[config.mk]
export PLATFORM = sky130hd
export DESIGN_NAME = tlb_8e_flat
export DESIGN_NICKNAME = d
export VERILOG_FILES = /design/src/rtl/tlb_8e_if.sv /design/src/rtl/tlb_8e.sv /design/src/flat_wrapper.sv
export SDC_FILE = /design/constraint.sdc
export NUM_CORES = 1
export LEC_CHECK = 0
export BUFFER_PORTS_ARGS = -buffer_cell sky130_fd_sc_hd__clkbuf_2
export CAP_MARGIN = 20
export CORE_ASPECT_RATIO = 0.5
export CORE_UTILIZATION = 35
export CTS_CLUSTER_DIAMETER = 50
export DETAILED_ROUTE_END_ITERATION = 10
export GPL_TIMING_DRIVEN = 0
export PLACE_DENSITY = 0.56
export SETUP_SLACK_MARGIN = 0.5
export SLEW_MARGIN = 10
export SYNTH_ARGS = -nofsm -noshare
export SYNTH_HDL_FRONTEND = slang
export SYNTH_SLANG_ARGS = --single-unit
[constraint.sdc]
create_clock -name clk -period 4.2 [get_ports clk]
set_clock_uncertainty 0.2 [all_clocks]
set_input_delay 0.63 -clock clk [delete_from_list [all_inputs] [get_ports clk]]
set_output_delay 0.63 -clock clk [all_outputs]
set_load 0.005 [all_outputs]
[src/rtl/tlb_8e_if.sv]
// Request/response and page-table lookup signals of the eight-entry translation cache.
// The slave modport is the cache side; the master modport is the requester/page-table side.
interface tlb_8e_if;
  logic        REQ_VALID;
  logic [8:0]  REQ_VADDR;
  logic        REQ_READY;
  logic        RESP_VALID;
  logic [11:0] RESP_PADDR;
  logic        RESP_HIT;
  logic        FLUSH;
  logic        LOOKUP_RQST;
  logic [5:0]  LOOKUP_ADDR;
  logic        LOOKUP_COMPLETE;
  logic [11:0] LOOKUP_RETURN;

  modport slave (
    input  REQ_VALID, REQ_VADDR, FLUSH, LOOKUP_COMPLETE, LOOKUP_RETURN,
    output REQ_READY, RESP_VALID, RESP_PADDR, RESP_HIT, LOOKUP_RQST, LOOKUP_ADDR
  );

  modport master (
    output REQ_VALID, REQ_VADDR, FLUSH, LOOKUP_COMPLETE, LOOKUP_RETURN,
    input  REQ_READY, RESP_VALID, RESP_PADDR, RESP_HIT, LOOKUP_RQST, LOOKUP_ADDR
  );
endinterface

[src/rtl/tlb_8e.sv]
// Fully associative translation cache (9-bit VA, 8-byte pages) with round-robin refill
// from the page table. Define TLB_STATS_EN to add saturating HIT_COUNT/MISS_COUNT outputs.
module tlb_8e #(
  parameter int NUM_ENTRIES = 8
) (
  input  logic        clk,
  input  logic        rst_n,
  tlb_8e_if.slave     bus
`ifdef TLB_STATS_EN
  ,
  output logic [15:0] HIT_COUNT,
  output logic [15:0] MISS_COUNT
`endif
);

  localparam int PTR_W = (NUM_ENTRIES > 1) ? $clog2(NUM_ENTRIES) : 1;

  typedef enum logic [1:0] {
    IDLE      = 2'd0,
    MISS_REQ  = 2'd1,
    MISS_WAIT = 2'd2,
    RESP      = 2'd3
  } state_t;

  state_t                 state_reg;
  logic [NUM_ENTRIES-1:0] valid_reg;
  logic [5:0]             vpn_reg [NUM_ENTRIES];
  logic [8:0]             ppn_reg [NUM_ENTRIES];
  logic [PTR_W-1:0]       victim_ptr_reg;
  logic [8:0]             vaddr_reg;
  logic                   flush_seen_reg;
  logic                   resp_valid_reg;
  logic                   resp_hit_reg;
  logic [11:0]            resp_paddr_reg;
  logic                   lookup_rqst_reg;
  logic [5:0]             lookup_addr_reg;

  logic [NUM_ENTRIES-1:0] match;
  logic                   hit_any;
  logic [8:0]             hit_ppn;
  logic                   accept;
  logic                   fill;
  logic                   fill_keep;
  logic                   unused_return_bits;

  generate
    for (genvar gi = 0; gi < NUM_ENTRIES; gi++) begin : g_tag_cmp
      assign match[gi] = valid_reg[gi] && (vpn_reg[gi] == bus.REQ_VADDR[8:3]);
    end
  endgenerate

  // VPNs in valid entries are unique, so OR-ing the matching PPNs selects the single hit.
  always_comb begin
    hit_any = 1'b0;
    hit_ppn = '0;
    for (int i = 0; i < NUM_ENTRIES; i++) begin
      if (match[i]) begin
        hit_any = 1'b1;
        hit_ppn = hit_ppn | ppn_reg[i];
      end
    end
  end

  assign bus.REQ_READY = rst_n && (state_reg == IDLE) && !bus.FLUSH;
  assign accept        = bus.REQ_VALID && bus.REQ_READY;
  assign fill          = (state_reg == MISS_WAIT) && bus.LOOKUP_COMPLETE;
  // A flush anywhere between miss acceptance and the fill edge makes the returned entry stale.
  assign fill_keep     = fill && !flush_seen_reg && !bus.FLUSH;

  assign bus.RESP_VALID  = resp_valid_reg;
  assign bus.RESP_HIT    = resp_hit_reg;
  assign bus.RESP_PADDR  = resp_paddr_reg;
  assign bus.LOOKUP_RQST = lookup_rqst_reg;
  assign bus.LOOKUP_ADDR = lookup_addr_reg;

  assign unused_return_bits = ^bus.LOOKUP_RETURN[2:0];

  always_ff @(posedge clk) begin
    if (!rst_n) begin
      state_reg       <= IDLE;
      vaddr_reg       <= '0;
      flush_seen_reg  <= 1'b0;
      resp_valid_reg  <= 1'b0;
      resp_hit_reg    <= 1'b0;
      resp_paddr_reg  <= '0;
      lookup_rqst_reg <= 1'b0;
      lookup_addr_reg <= '0;
    end else begin
      resp_valid_reg  <= 1'b0;
      lookup_rqst_reg <= 1'b0;
      case (state_reg)
        IDLE: begin
          if (accept) begin
            if (hit_any) begin
              state_reg      <= RESP;
              resp_valid_reg <= 1'b1;
              resp_hit_reg   <= 1'b1;
              resp_paddr_reg <= {hit_ppn, bus.REQ_VADDR[2:0]};
            end else begin
              state_reg       <= MISS_REQ;
              vaddr_reg       <= bus.REQ_VADDR;
              flush_seen_reg  <= 1'b0;
              lookup_rqst_reg <= 1'b1;
              lookup_addr_reg <= bus.REQ_VADDR[8:3];
            end
          end
        end
        MISS_REQ: begin
          state_reg <= MISS_WAIT;
          if (bus.FLUSH) begin
            flush_seen_reg <= 1'b1;
          end
        end
        MISS_WAIT: begin
          if (fill) begin
            state_reg      <= RESP;
            resp_valid_reg <= 1'b1;
            resp_hit_reg   <= 1'b0;
            resp_paddr_reg <= {bus.LOOKUP_RETURN[11:3], vaddr_reg[2:0]};
          end else if (bus.FLUSH) begin
            flush_seen_reg <= 1'b1;
          end
        end
        RESP: begin
          state_reg <= IDLE;
        end
        default: begin
          state_reg <= IDLE;
        end
      endcase
    end
  end

  // Valid bits and the round-robin pointer; the pointer advances on every kept fill,
  // regardless of whether the victim slot was valid.
  always_ff @(posedge clk) begin
    if (!rst_n) begin
      valid_reg      <= '0;
      victim_ptr_reg <= '0;
    end else if (bus.FLUSH) begin
      valid_reg      <= '0;
      victim_ptr_reg <= '0;
    end else if (fill_keep) begin
      valid_reg[victim_ptr_reg] <= 1'b1;
      victim_ptr_reg            <= victim_ptr_reg + PTR_W'(1);
    end
  end

  always_ff @(posedge clk) begin
    if (fill_keep) begin
      vpn_reg[victim_ptr_reg] <= vaddr_reg[8:3];
      ppn_reg[victim_ptr_reg] <= bus.LOOKUP_RETURN[11:3];
    end
  end

`ifdef TLB_STATS_EN
  logic [15:0] hit_count_reg;
  logic [15:0] miss_count_reg;

  always_ff @(posedge clk) begin
    if (!rst_n) begin
      hit_count_reg  <= '0;
      miss_count_reg <= '0;
    end else if (state_reg == RESP) begin
      if (resp_hit_reg) begin
        if (hit_count_reg != 16'hFFFF) begin
          hit_count_reg <= hit_count_reg + 16'd1;
        end
      end else begin
        if (miss_count_reg != 16'hFFFF) begin
          miss_count_reg <= miss_count_reg + 16'd1;
        end
      end
    end
  end

  assign HIT_COUNT  = hit_count_reg;
  assign MISS_COUNT = miss_count_reg;
`endif

endmodule

[src/flat_wrapper.sv]
// flat-port wrapper written by rule: the top's interface ports become plain ports
module tlb_8e_flat 
#(
  parameter int NUM_ENTRIES = 8
)
  (clk, rst_n, bus_REQ_VALID, bus_REQ_VADDR, bus_FLUSH, bus_LOOKUP_COMPLETE, bus_LOOKUP_RETURN, bus_REQ_READY, bus_RESP_VALID, bus_RESP_PADDR, bus_RESP_HIT, bus_LOOKUP_RQST, bus_LOOKUP_ADDR);
  tlb_8e_if bus_i ();
  input  logic clk;
  input  logic rst_n;
  input wire logic [$bits(bus_i.REQ_VALID)-1:0] bus_REQ_VALID;
  input wire logic [$bits(bus_i.REQ_VADDR)-1:0] bus_REQ_VADDR;
  input wire logic [$bits(bus_i.FLUSH)-1:0] bus_FLUSH;
  input wire logic [$bits(bus_i.LOOKUP_COMPLETE)-1:0] bus_LOOKUP_COMPLETE;
  input wire logic [$bits(bus_i.LOOKUP_RETURN)-1:0] bus_LOOKUP_RETURN;
  output wire logic [$bits(bus_i.REQ_READY)-1:0] bus_REQ_READY;
  output wire logic [$bits(bus_i.RESP_VALID)-1:0] bus_RESP_VALID;
  output wire logic [$bits(bus_i.RESP_PADDR)-1:0] bus_RESP_PADDR;
  output wire logic [$bits(bus_i.RESP_HIT)-1:0] bus_RESP_HIT;
  output wire logic [$bits(bus_i.LOOKUP_RQST)-1:0] bus_LOOKUP_RQST;
  output wire logic [$bits(bus_i.LOOKUP_ADDR)-1:0] bus_LOOKUP_ADDR;
  assign bus_i.REQ_VALID = bus_REQ_VALID;
  assign bus_i.REQ_VADDR = bus_REQ_VADDR;
  assign bus_i.FLUSH = bus_FLUSH;
  assign bus_i.LOOKUP_COMPLETE = bus_LOOKUP_COMPLETE;
  assign bus_i.LOOKUP_RETURN = bus_LOOKUP_RETURN;
  assign bus_REQ_READY = bus_i.REQ_READY;
  assign bus_RESP_VALID = bus_i.RESP_VALID;
  assign bus_RESP_PADDR = bus_i.RESP_PADDR;
  assign bus_RESP_HIT = bus_i.RESP_HIT;
  assign bus_LOOKUP_RQST = bus_i.LOOKUP_RQST;
  assign bus_LOOKUP_ADDR = bus_i.LOOKUP_ADDR;
  tlb_8e #(.NUM_ENTRIES(NUM_ENTRIES)) u_core (.clk(clk), .rst_n(rst_n), .bus(bus_i));
endmodule
==> run metrics, run 1 <==
status finished clean; Max VDD drop 273 uV; total CTS buffers 17; main area contributors after synthesis edfxtp_1 53%, dfxtp_1 11%, xor2_1 5.7%; CTS tree done; FF-to-FF End u_core.ppn_reg[1][3]; maximum clock insertion buffer count 2; clock share of power 41.1%; Worst-path clk slew 60 ps; CP arrival 2980 ps; Sw Pwr 0.859 mW; combinational share of power 9.4%; Largest register FFs 72; Synthesized Nets 551; cell-internal power 2.64 mW; dominant cell type by area after synthesis edfxtp_1; area grow syn2layout 18.2%; crit share post-route 72.6%; worst reg2reg path startpoint u_core.state_reg[0]; H-tree lvl count 4; slowest CP cell nor3_2; Synth cell types 44; leakage 2.78 nW; syn avg cell area 13.0 um^2; worst slew pin tran 1090 ps; Hold WC Path Type register to register; Synth Warn # 0; Sink Count between 150 and 200; DRC 0; hpwl dp ~12 mm; GP Congestion around 0.8; CP required 4130 ps; DR WL/cell 20.5 um; Reg2Reg Depth 8; max_slew headroom 27.0%; largest net degree at the start of global routing 17; Crit Path Class register to register; reg-to-reg slack, setup 1150 ps; Slew Limit Fails 0; Worst Setup Start Kind register; crit path time final 3050 ps; Mapped Cells between 500 and 600; routed vias 4490; Flop pwr share 49.5%; crit-path max cell delay between 500 and 600 ps; Die Ht 100 um; max_cap viols 0; drt total wl 17.7 mm; Post-CTS Resized 0; setup TNS 0 ps; # diodes 0; total iterations of the first detailed-routing run 5; post-synth top area share between 50% and 60%; power per cell area 437 nW/um^2; Via-to-Cell Ratio 5.21; Post-DRT Antenna Nets 0; die width 199 um; die area 19900 um^2; clock latency at the later pin of the worst-skew pair ~420 ps; RSZ-0062 raised after global routing no; GRT Resource Usage Total 18.6%; FF+latch count, synth between 150 and 200; worst-path fanout max 8; Net Sw Frac 24.6%; grt total ovfl 0; cell area after synthesis 6770 um^2; CTS Hold Bufs 0; antenna violations before repair 0; commonest non-fill, non-tap cell in the layout edfxtp_1; CP Capture Point u_core.ppn_reg[1][3]; layout cell share with drive strength beyond 1 20.6%; Post-CTS Setup Bufs 0; most frequent cells in the layout 120 x edfxtp_1, 53 x nand3_1, 44 x nand2_1, 44 x xor2_1; critical path, cell by cell inv_1 -> ha_1 -> nand2_1 -> nor3_1 -> nand2_1 -> nor3_2 -> buf_6 -> buf_6; first-pass GRT wire length 26.5 mm; Site Rows 35; initial drt markers 435; number of global-route vias before repair 4304; # IOs 48; Final Hold Vio Count 0; area of the core between 15000 and 20000 um^2; Hold Slack 255 ps; Starting Density 36.3%; Fmax achieved between 300 and 400 MHz; Crit. Startpoint u_core.state_reg[0]; clk root buf clkbuf_16; Seq/Total Area, Yosys between 60% and 70%; IO buf count 38; critical path capture point type register; Final setup viols 0; Final nets 619
==> per-stage QoR <==
stage	area, um^2	cells	utilization [%]	setup WS, ps	power, mW
floorplan	6770	522	-	1200	1.98
finish	8010	862	42.9	1150	3.50
detailed placement	7440	829	39.9	749	2.09
global placement	7290	819	39.1	-253	2.08
global route	8010	862	42.9	1020	3.61
CTS	8000	861	42.9	1160	3.51
==> layout make-up <==
class	count	area [um^2]
Buffer	28	194
Clock buffer	20	468
Clock inverter	12	86.3
Fill cell	1728	10600
Inverter	18	67.6
Multi-Input combinational cell	318	2170
Sequential cell	158	4360
Tap cell	259	324
Timing Repair Buffer	49	329
==> worst max-delay path: cells and delay by family (launching register included) <==
family	cells	cell delay (ps)
and+or+nand+nor	4	1480
buffers and inverters	3	460
DFF	1	310
adders and majority gates	1	300
==> Yosys cell counts, drive strengths merged <==
cell     number
dfxtp        38
mux2i        14
buf          17
o22ai         1
o311ai        3
nor2b         1
and4          1
or4           1
mux2          3
o21a          4
nor4bb        1
inv          18
xnor2         4
and3          1
a21oi        11
nand2        44
nand2b        8
and2          1
nor2         35
a2bb2oi       1
o2111ai      12
o31ai        11
ha            3
nor4b         6
nand4        17
a41oi         1
edfxtp      120
o32ai         1
nor4          9
o21ai         4
a31o          1
nand3        53
clkbuf       11
a22oi         6
xor2         45
o221ai        3
nor3         12
==> layer usage <==
layer	vias to the layer above	global-route usage, %	wire (um)
met5	-	0	0
met3	30	2.99	1020
met4	0	7.04	397
met1	2213	27.4	8410
li1	2081	-	-
met2	166	27.5	7850
==> worst min-delay path by stage <==
| stage | start | endpoint | slack [ps] | cells past startpoint |
|---|---|---|---|---|
| after floorplan | u_core.valid_reg[1] | u_core.valid_reg[1] | 240 | 2 |
| after global placement | u_core.bus.RESP_HIT | u_core.bus.RESP_HIT | 250 | 2 |
| after detailed placement | u_core.bus.RESP_PADDR[1] | u_core.bus.RESP_PADDR[1] | 250 | 2 |
| after CTS | u_core.bus.RESP_PADDR[1] | u_core.bus.RESP_PADDR[1] | 260 | 2 |
| after global routing | u_core.bus.RESP_PADDR[10] | u_core.bus.RESP_PADDR[10] | 280 | 2 |
| final | u_core.bus.RESP_PADDR[1] | u_core.bus.RESP_PADDR[1] | 250 | 2 |
==> kinds of logic (layout without fill, tap and decap cells) <==
family                   count (synthesis)  after routing  synth area share [%]
AO/OA/AOI/OAI                           59             59                  6.45
XOR/XNOR                                49             49                  6.45
adder cells (fa/ha/maj)                  3              3                 0.554
buffers and inverters                   46            127                  3.86
flip-flops                             158            158                  64.4
multiplexers                            17             17                  2.57
AND/OR/NAND/NOR                        190            190                  15.7
==> power groups by stage <==
stage | Sequential [mW] | Combinational (mW) | Clock [mW]
CTS | 1.73 | 0.329 | 1.45
finish | 1.73 | 0.328 | 1.44
global route | 1.73 | 0.358 | 1.52
detailed placement | 1.76 | 0.328 | 0
floorplan | 1.76 | 0.220 | 0
global placement | 1.76 | 0.319 | 0
Note: power is estimated with default switching activity, not from simulation.
==> run 2, diff against run 1 <==
--- a/config.mk
+++ b/config.mk
@@ -12,7 +12,7 @@
 export CTS_CLUSTER_DIAMETER = 50
 export DETAILED_ROUTE_END_ITERATION = 10
 export GPL_TIMING_DRIVEN = 0
-export PLACE_DENSITY = 0.56
+export PLACE_DENSITY = 0.58
 export SETUP_SLACK_MARGIN = 0.5
 export SLEW_MARGIN = 10
 export SYNTH_ARGS = -nofsm -noshare
==> constraint.sdc (replaced) <==
create_clock -name clk -period 2.53 [get_ports clk]
set_clock_uncertainty 0.2 [all_clocks]
set_input_delay 0.3795 -clock clk [delete_from_list [all_inputs] [get_ports clk]]
set_output_delay 0.3795 -clock clk [all_outputs]
set_load 0.005 [all_outputs]
==> run metrics, run 2 (synthesis gave the netlist of run 1 again) <==
commonest non-fill, non-tap cell in the layout edfxtp_1 (unchanged); most frequent cells in the layout 120 x edfxtp_1, 52 x nand3_1, 43 x buf_4 (was 120 x edfxtp_1, 53 x nand3_1, 44 x nand2_1, 44 x xor2_1); final instance area 8980 um^2 (was 8010 um^2); CTS Hold Bufs 0 (unchanged); total iterations of the first detailed-routing run 6 (was 5); # diodes 0 (unchanged); Reg2Reg Depth 9 (was 8); Post-DRT Antenna Nets 0 (unchanged); reg-to-reg slack, setup 140 ps (was 1150 ps); routed vias 4840 (was 4490); CP required 2620 ps (was 4130 ps); area of the core 18700 um^2 (unchanged); hpwl dp 11.0 mm (was 11.7 mm); H-tree lvl count 4 (unchanged); largest net degree at the start of global routing 17 (unchanged); number of global-route vias before repair 4545 (was 4304); CP delay by family, top simple AND/OR/NAND/NOR gates (unchanged); clock latency at the later pin of the worst-skew pair 420 ps (about the same); GRT Resource Usage Total 19.7% (was 18.6%); layout cell share with drive strength beyond 1 33.0% (was 20.6%); Final setup viols 0 (unchanged); grt total ovfl 0 (unchanged); Sink Count 158 (unchanged); worst slew pin tran 758 ps (was 1090 ps); CP arrival 2480 ps (was 2980 ps); slowest CP cell nor4b_4 (was nor3_2); maximum clock insertion buffer count 2 (unchanged); FF-to-FF End u_core.bus.RESP_PADDR[10] (was u_core.ppn_reg[1][3]); RSZ-0062 raised after global routing yes (was no); critical path capture point type register (unchanged); crit path time final 2390 ps (was 3050 ps); leakage 3.17 nW (was 2.78 nW); crit share post-route 94.3% (was 72.6%); post-placement cell area 7460 um^2 (was 7440 um^2); Starting Density 36.3% (unchanged); max_slew headroom 49.5% (was 27.0%); die area 19900 um^2 (unchanged); placed cell count 819 (was 829); Final Hold Vio Count 0 (unchanged); area grow syn2layout 32.6% (was 18.2%); IO buf count 38 (unchanged); Place WS -653 ps (was 749 ps); Worst-path clk slew 70 ps (was 60 ps); Layout Cells excl Fill 907 (was 862); Hold WC Path Type input pin to register (was register to register); Largest register FFs 72 (unchanged); GP Congestion 0.805 (was 0.798); crit-path max cell delay 420 ps (was 580 ps); hold depth 3 (was 2); # IOs 48 (unchanged); Via-to-Cell Ratio 5.34 (was 5.21); Fmax achieved 419 MHz (was 328 MHz); Slew Limit Fails 0 (unchanged); Site Rows 35 (unchanged); Crit Path Class register to register (unchanged); drt total wl 19.6 mm (was 17.7 mm); Most common cell on crit path buf_6; worst path bufs/invs 3 (unchanged); # fillers 1635 (was 1728); worst-path fanout max 5 (was 8); worst reg2reg path startpoint u_core.vpn_reg[2][3] (was u_core.state_reg[0]); initial drt markers 531 (was 435); first-pass GRT wire length 28.0 mm (was 26.5 mm); total CTS buffers 17 (unchanged); DRC 0 (unchanged); power per cell area 685 nW/um^2 (was 437 nW/um^2); DR WL/cell 21.7 um (was 20.5 um); HP Start bus_REQ_VADDR[1] (was u_core.bus.RESP_PADDR[1]); Max VDD drop 557 uV (was 273 uV); die width 199 um (unchanged); Worst Setup Start Kind register (unchanged); clk root buf clkbuf_16 (unchanged); Hold Path End u_core.vaddr_reg[1] (was u_core.bus.RESP_PADDR[1]); critical path, cell by cell xor2_1 -> nor4b_4 -> nand2_2 -> and2_4 -> buf_6 -> a31o_1 -> buf_6 -> buf_12 -> mux2i_1 (was inv_1 -> ha_1 -> nand2_1 -> nor3_1 -> nand2_1 -> nor3_2 -> buf_6 -> buf_6); Hold Slack 10.6 ps (was 255 ps); antenna violations before repair 0 (unchanged); max_cap viols 0 (unchanged); Die Ht 100 um (unchanged); Power, Total 6.15 mW (was 3.50 mW); status finished clean (unchanged); Final nets 664 (was 619); final setup margin 144 ps (was 1150 ps); CTS tree done (unchanged)
run 2: repair_timing:
action,CTS,global route
pin swaps,50,16
setup endpoints to repair,155,43
cloned,3,2
buffers inserted,33,18
gates resized for setup,50,20
run 2: power breakdown:
group | internal, mW | switching, mW
clock | 1.39 | 1.10
sequential | 2.83 | 0.0447
combinational | 0.336 | 0.445
run 2: per-stage QoR:
stage                     setup TNS, ps  utilization (%)
after floorplan                       0                -
after global placement           -12050             40.0
after detailed placement         -12970             40.0
after CTS                             0             46.7
after global routing                  0             48.1
final                                 0             48.1
run 2: layer usage:
| metal | wire, um | track usage (%) |
|---|---|---|
| met4 | 512 | 7.16 |
| met2 | 9070 | 31.0 |
| met1 | 8860 | 27.4 |
| met5 | 0 | 0 |
| met3 | 1200 | 3.33 |
run 2: worst max path at each step:
stage          depth (start not counted)                 start                        end
2_1_floorplan                         10      bus_REQ_VADDR[4]  u_core.bus.RESP_PADDR[10]
3_3_place_gp                          10      bus_REQ_VADDR[5]   u_core.bus.RESP_PADDR[3]
3_5_place_dp                          10      bus_REQ_VADDR[5]   u_core.bus.RESP_PADDR[8]
4_1_cts                                9  u_core.vpn_reg[2][3]  u_core.bus.RESP_PADDR[10]
5_1_grt                               10  u_core.vpn_reg[3][3]   u_core.bus.RESP_PADDR[3]
6_report                               9  u_core.vpn_reg[2][3]  u_core.bus.RESP_PADDR[10]
run 2: worst min-delay path, delay by kind of cell:
| family | cells | cell delay (ps) |
|---|---|---|
| and+or+nand+nor | 1 | 60 |
| buffers and inverters | 1 | 90 |
| AOI/OAI and AO/OA | 1 | 60 |
run 2: cell type report:
| cell class | instances | area (um^2) | share of cell area (%) |
|---|---|---|---|
| repair buffers | 94 | 840 | 9.35 |
| clock inverters | 12 | 97.6 | 1.09 |
| inverters | 18 | 67.6 | 0.752 |
| plain buffers | 28 | 277 | 3.08 |
| clock buffers | 20 | 479 | 5.34 |
| well taps | 259 | 324 | 3.61 |
| multi-input cells | 318 | 2530 | 28.2 |
| flip-flops and latches | 158 | 4370 | 48.6 |
==> run 3, diff against run 2 <==
--- a/config.mk
+++ b/config.mk
@@ -13,7 +13,6 @@
 export DETAILED_ROUTE_END_ITERATION = 10
 export GPL_TIMING_DRIVEN = 0
 export PLACE_DENSITY = 0.58
-export SETUP_SLACK_MARGIN = 0.5
 export SLEW_MARGIN = 10
 export SYNTH_ARGS = -nofsm -noshare
 export SYNTH_HDL_FRONTEND = slang
==> run metrics, run 3 (synthesis gave the netlist of run 1 again) <==
placed cell count 826 (was 819); # IOs 48 (unchanged); Sink Count 158 (unchanged); HP Start bus_REQ_VADDR[1] (unchanged); grt total ovfl 0 (unchanged); die width 199 um (unchanged); Reg2Reg Depth 9 (unchanged); DRC 0 (unchanged); Worst-path clk slew 60 ps (was 70 ps); Hold Slack 18.5 ps (was 10.6 ps); Final nets 641 (was 664); Crit Path Class register to register (unchanged); H-tree lvl count 4 (unchanged); clock share of power 42.5% (was 40.5%); first-pass GRT wire length 27.1 mm (was 28.0 mm); crit path time final 2460 ps (was 2390 ps); crit-path max cell delay 470 ps (was 420 ps); antenna violations before repair 0 (unchanged); routed vias 4702 (was 4840); hpwl dp 11.4 mm (was 11.0 mm); status finished clean (unchanged); CTS Hold Bufs 0 (unchanged); worst-path fanout max 10 (was 5); CTS tree done (unchanged); Via-to-Cell Ratio 5.32 (was 5.34); Post-DRT Antenna Nets 0 (unchanged); commonest non-fill, non-tap cell in the layout edfxtp_1 (unchanged); crit share post-route 97.2% (was 94.3%); clk root buf clkbuf_16 (unchanged); Starting Density 36.3% (unchanged); max_cap viols 0 (unchanged); Place WS -631 ps (was -653 ps); max_slew headroom 41.2% (was 49.5%); total CTS buffers 17 (unchanged); CP required 2680 ps (was 2620 ps); drt total wl 18.5 mm (was 19.6 mm); clock latency at the later pin of the worst-skew pair 420 ps (about the same); final setup margin 70.4 ps (was 144 ps); Hold WC Path Type input pin to register (unchanged); CP arrival 2610 ps (was 2480 ps); number of global-route vias before repair 4375 (was 4545); most frequent cells in the layout 120 x edfxtp_1, 53 x nand3_1, 43 x nand2_1 (was 120 x edfxtp_1, 52 x nand3_1, 43 x buf_4); Max VDD drop 455 uV (was 557 uV); slowest CP cell edfxtp_1 (was nor4b_4); power per cell area 724 nW/um^2 (was 685 nW/um^2); Final setup viols 0 (unchanged); worst reg2reg path startpoint u_core.vpn_reg[3][3] (was u_core.vpn_reg[2][3]); Slew Limit Fails 0 (unchanged); Net Sw Frac 24.8% (was 25.8%); combinational share of power 10.4% (was 12.7%); DR WL/cell 20.9 um (was 21.7 um); Layout Cells excl Fill 884 (was 907); critical path capture point type register (unchanged); layout cell share with drive strength beyond 1 25.6% (was 33.0%); hold depth 3 (unchanged); area grow syn2layout 24.1% (was 32.6%); Die Ht 100 um (unchanged); cell-internal power 4.58 mW (was 4.56 mW); initial drt markers 586 (was 531); leakage 2.98 nW (was 3.17 nW); # diodes 0 (unchanged); maximum clock insertion buffer count 2 (unchanged); Fmax achieved 407 MHz (was 419 MHz); Flop pwr share 47.2% (was 46.8%); FF-to-FF End u_core.bus.RESP_PADDR[10] (unchanged); Site Rows 35 (unchanged); area of the core 18700 um^2 (unchanged); total iterations of the first detailed-routing run 6 (unchanged); GP Congestion 0.803 (was 0.805); Worst Setup Start Kind register (unchanged); GRT Resource Usage Total 19.1% (was 19.7%); largest net degree at the start of global routing 17 (unchanged); IO buf count 38 (unchanged); Final Hold Vio Count 0 (unchanged); reg-to-reg slack, setup 70 ps (was 140 ps); critical path, cell by cell xor2_4 -> nor4b_4 -> buf_4 -> a22oi_2 -> and4_4 -> a31o_1 -> buf_6 -> clkbuf_16 -> mux2i_1 (was xor2_1 -> nor4b_4 -> nand2_2 -> and2_4 -> buf_6 -> a31o_1 -> buf_6 -> buf_12 -> mux2i_1); Sw Pwr 1.51 mW (was 1.59 mW); die area 19900 um^2 (unchanged); Hold Path End u_core.vaddr_reg[1] (unchanged); worst slew pin tran 882 ps (was 758 ps); Largest register FFs 72 (unchanged)
[run 3: cell count changes in the layout (fill, tap and decap cells not counted), moves of 3 or more]
| cell | delta |
|---|---|
| buf_12 | -9 |
| buf_4 | -9 |
| o31ai_1 | +9 |
| buf_6 | -8 |
| o31ai_2 | -7 |
| buf_8 | +4 |
| clkbuf_16 | -4 |
| clkinvlp_4 | -3 |
| nand2_1 | +3 |
| xor2_1 | +3 |
| xor2_2 | -3 |
[run 3: power groups by stage]
stage               Clock, mW  Sequential (mW)  Combinational, mW
finish                   2.59             2.87              0.632
global route             2.70             2.88              0.682
CTS                      2.61             2.87              0.560
detailed placement          0             2.93              0.539
global placement            0             2.93              0.528
floorplan                   0             2.91              0.365
[run 3: worst max path at each step]
stage / end / start / slack (ps) / depth (start not counted)
floorplan: u_core.ppn_reg[2][0] / u_core.state_reg[0] / -50 / 6
global placement: u_core.ppn_reg[2][6] / u_core.state_reg[0] / -1060 / 6
detailed placement: u_core.bus.RESP_PADDR[3] / bus_REQ_VADDR[7] / -630 / 10
CTS: u_core.ppn_reg[2][4] / u_core.state_reg[0] / 3 / 7
global route: u_core.bus.RESP_PADDR[10] / u_core.vpn_reg[1][1] / -20 / 8
finish: u_core.bus.RESP_PADDR[10] / u_core.vpn_reg[3][3] / 70 / 9
[run 3: cell type report]
cell class / count / area (um^2)
sequential: 158 / 4360
clock buffer: 20 / 479
fill: 1720 / 10300
tap: 259 / 324
timing repair buffer: 73 / 536
inverter: 18 / 67.6
multi-input combinational: 318 / 2320
buffer: 26 / 196
clock inverter: 12 / 118
[run 3: what timing repair did]
item / in CTS / in global routing
gates cloned: 0 / 1
endpoints found under the setup margin: 140 / 109
resized for setup: 14 / 21
buffers inserted: 14 / 13
pin swaps: 12 / 8
[run 3: critical path: cells and delay by family, from the launching register on]
kind	cells	cell delay (ps)
AOI/OAI and AO/OA	2	400
muxes	1	170
DFF	1	470
xor gates and xnor gates	1	280
buffers and inverters	3	470
and+or+nand+nor	2	390
[run 3: metal layers]
layer / share of wire [%] / track usage [%] / vias to the layer above / wire length (um)
met5: 0 / 0 / - / 0
met4: 2.5 / 6.63 / 0 / 465
met3: 6.0 / 4.10 / 34 / 1110
met2: 46 / 29.2 / 182 / 8410
met1: 46 / 26.7 / 2363 / 8460
li1: - / - / 2123 / -
[run 3: metrics by stage]
| stage | power (mW) | cell area, um^2 | utilization (%) | TNS (ps) |
|---|---|---|---|---|
| 3_5_place_dp | 3.47 | 7430 | 39.8 | -36660 |
| 5_1_grt | 6.26 | 8400 | 45.1 | -81.3 |
| 3_3_place_gp | 3.45 | 7300 | 39.1 | -119530 |
| 6_report | 6.09 | 8400 | 45.1 | 0 |
| 4_1_cts | 6.03 | 8220 | 44.0 | 0 |
| 2_1_floorplan | 3.28 | 6790 | - | -3000 |
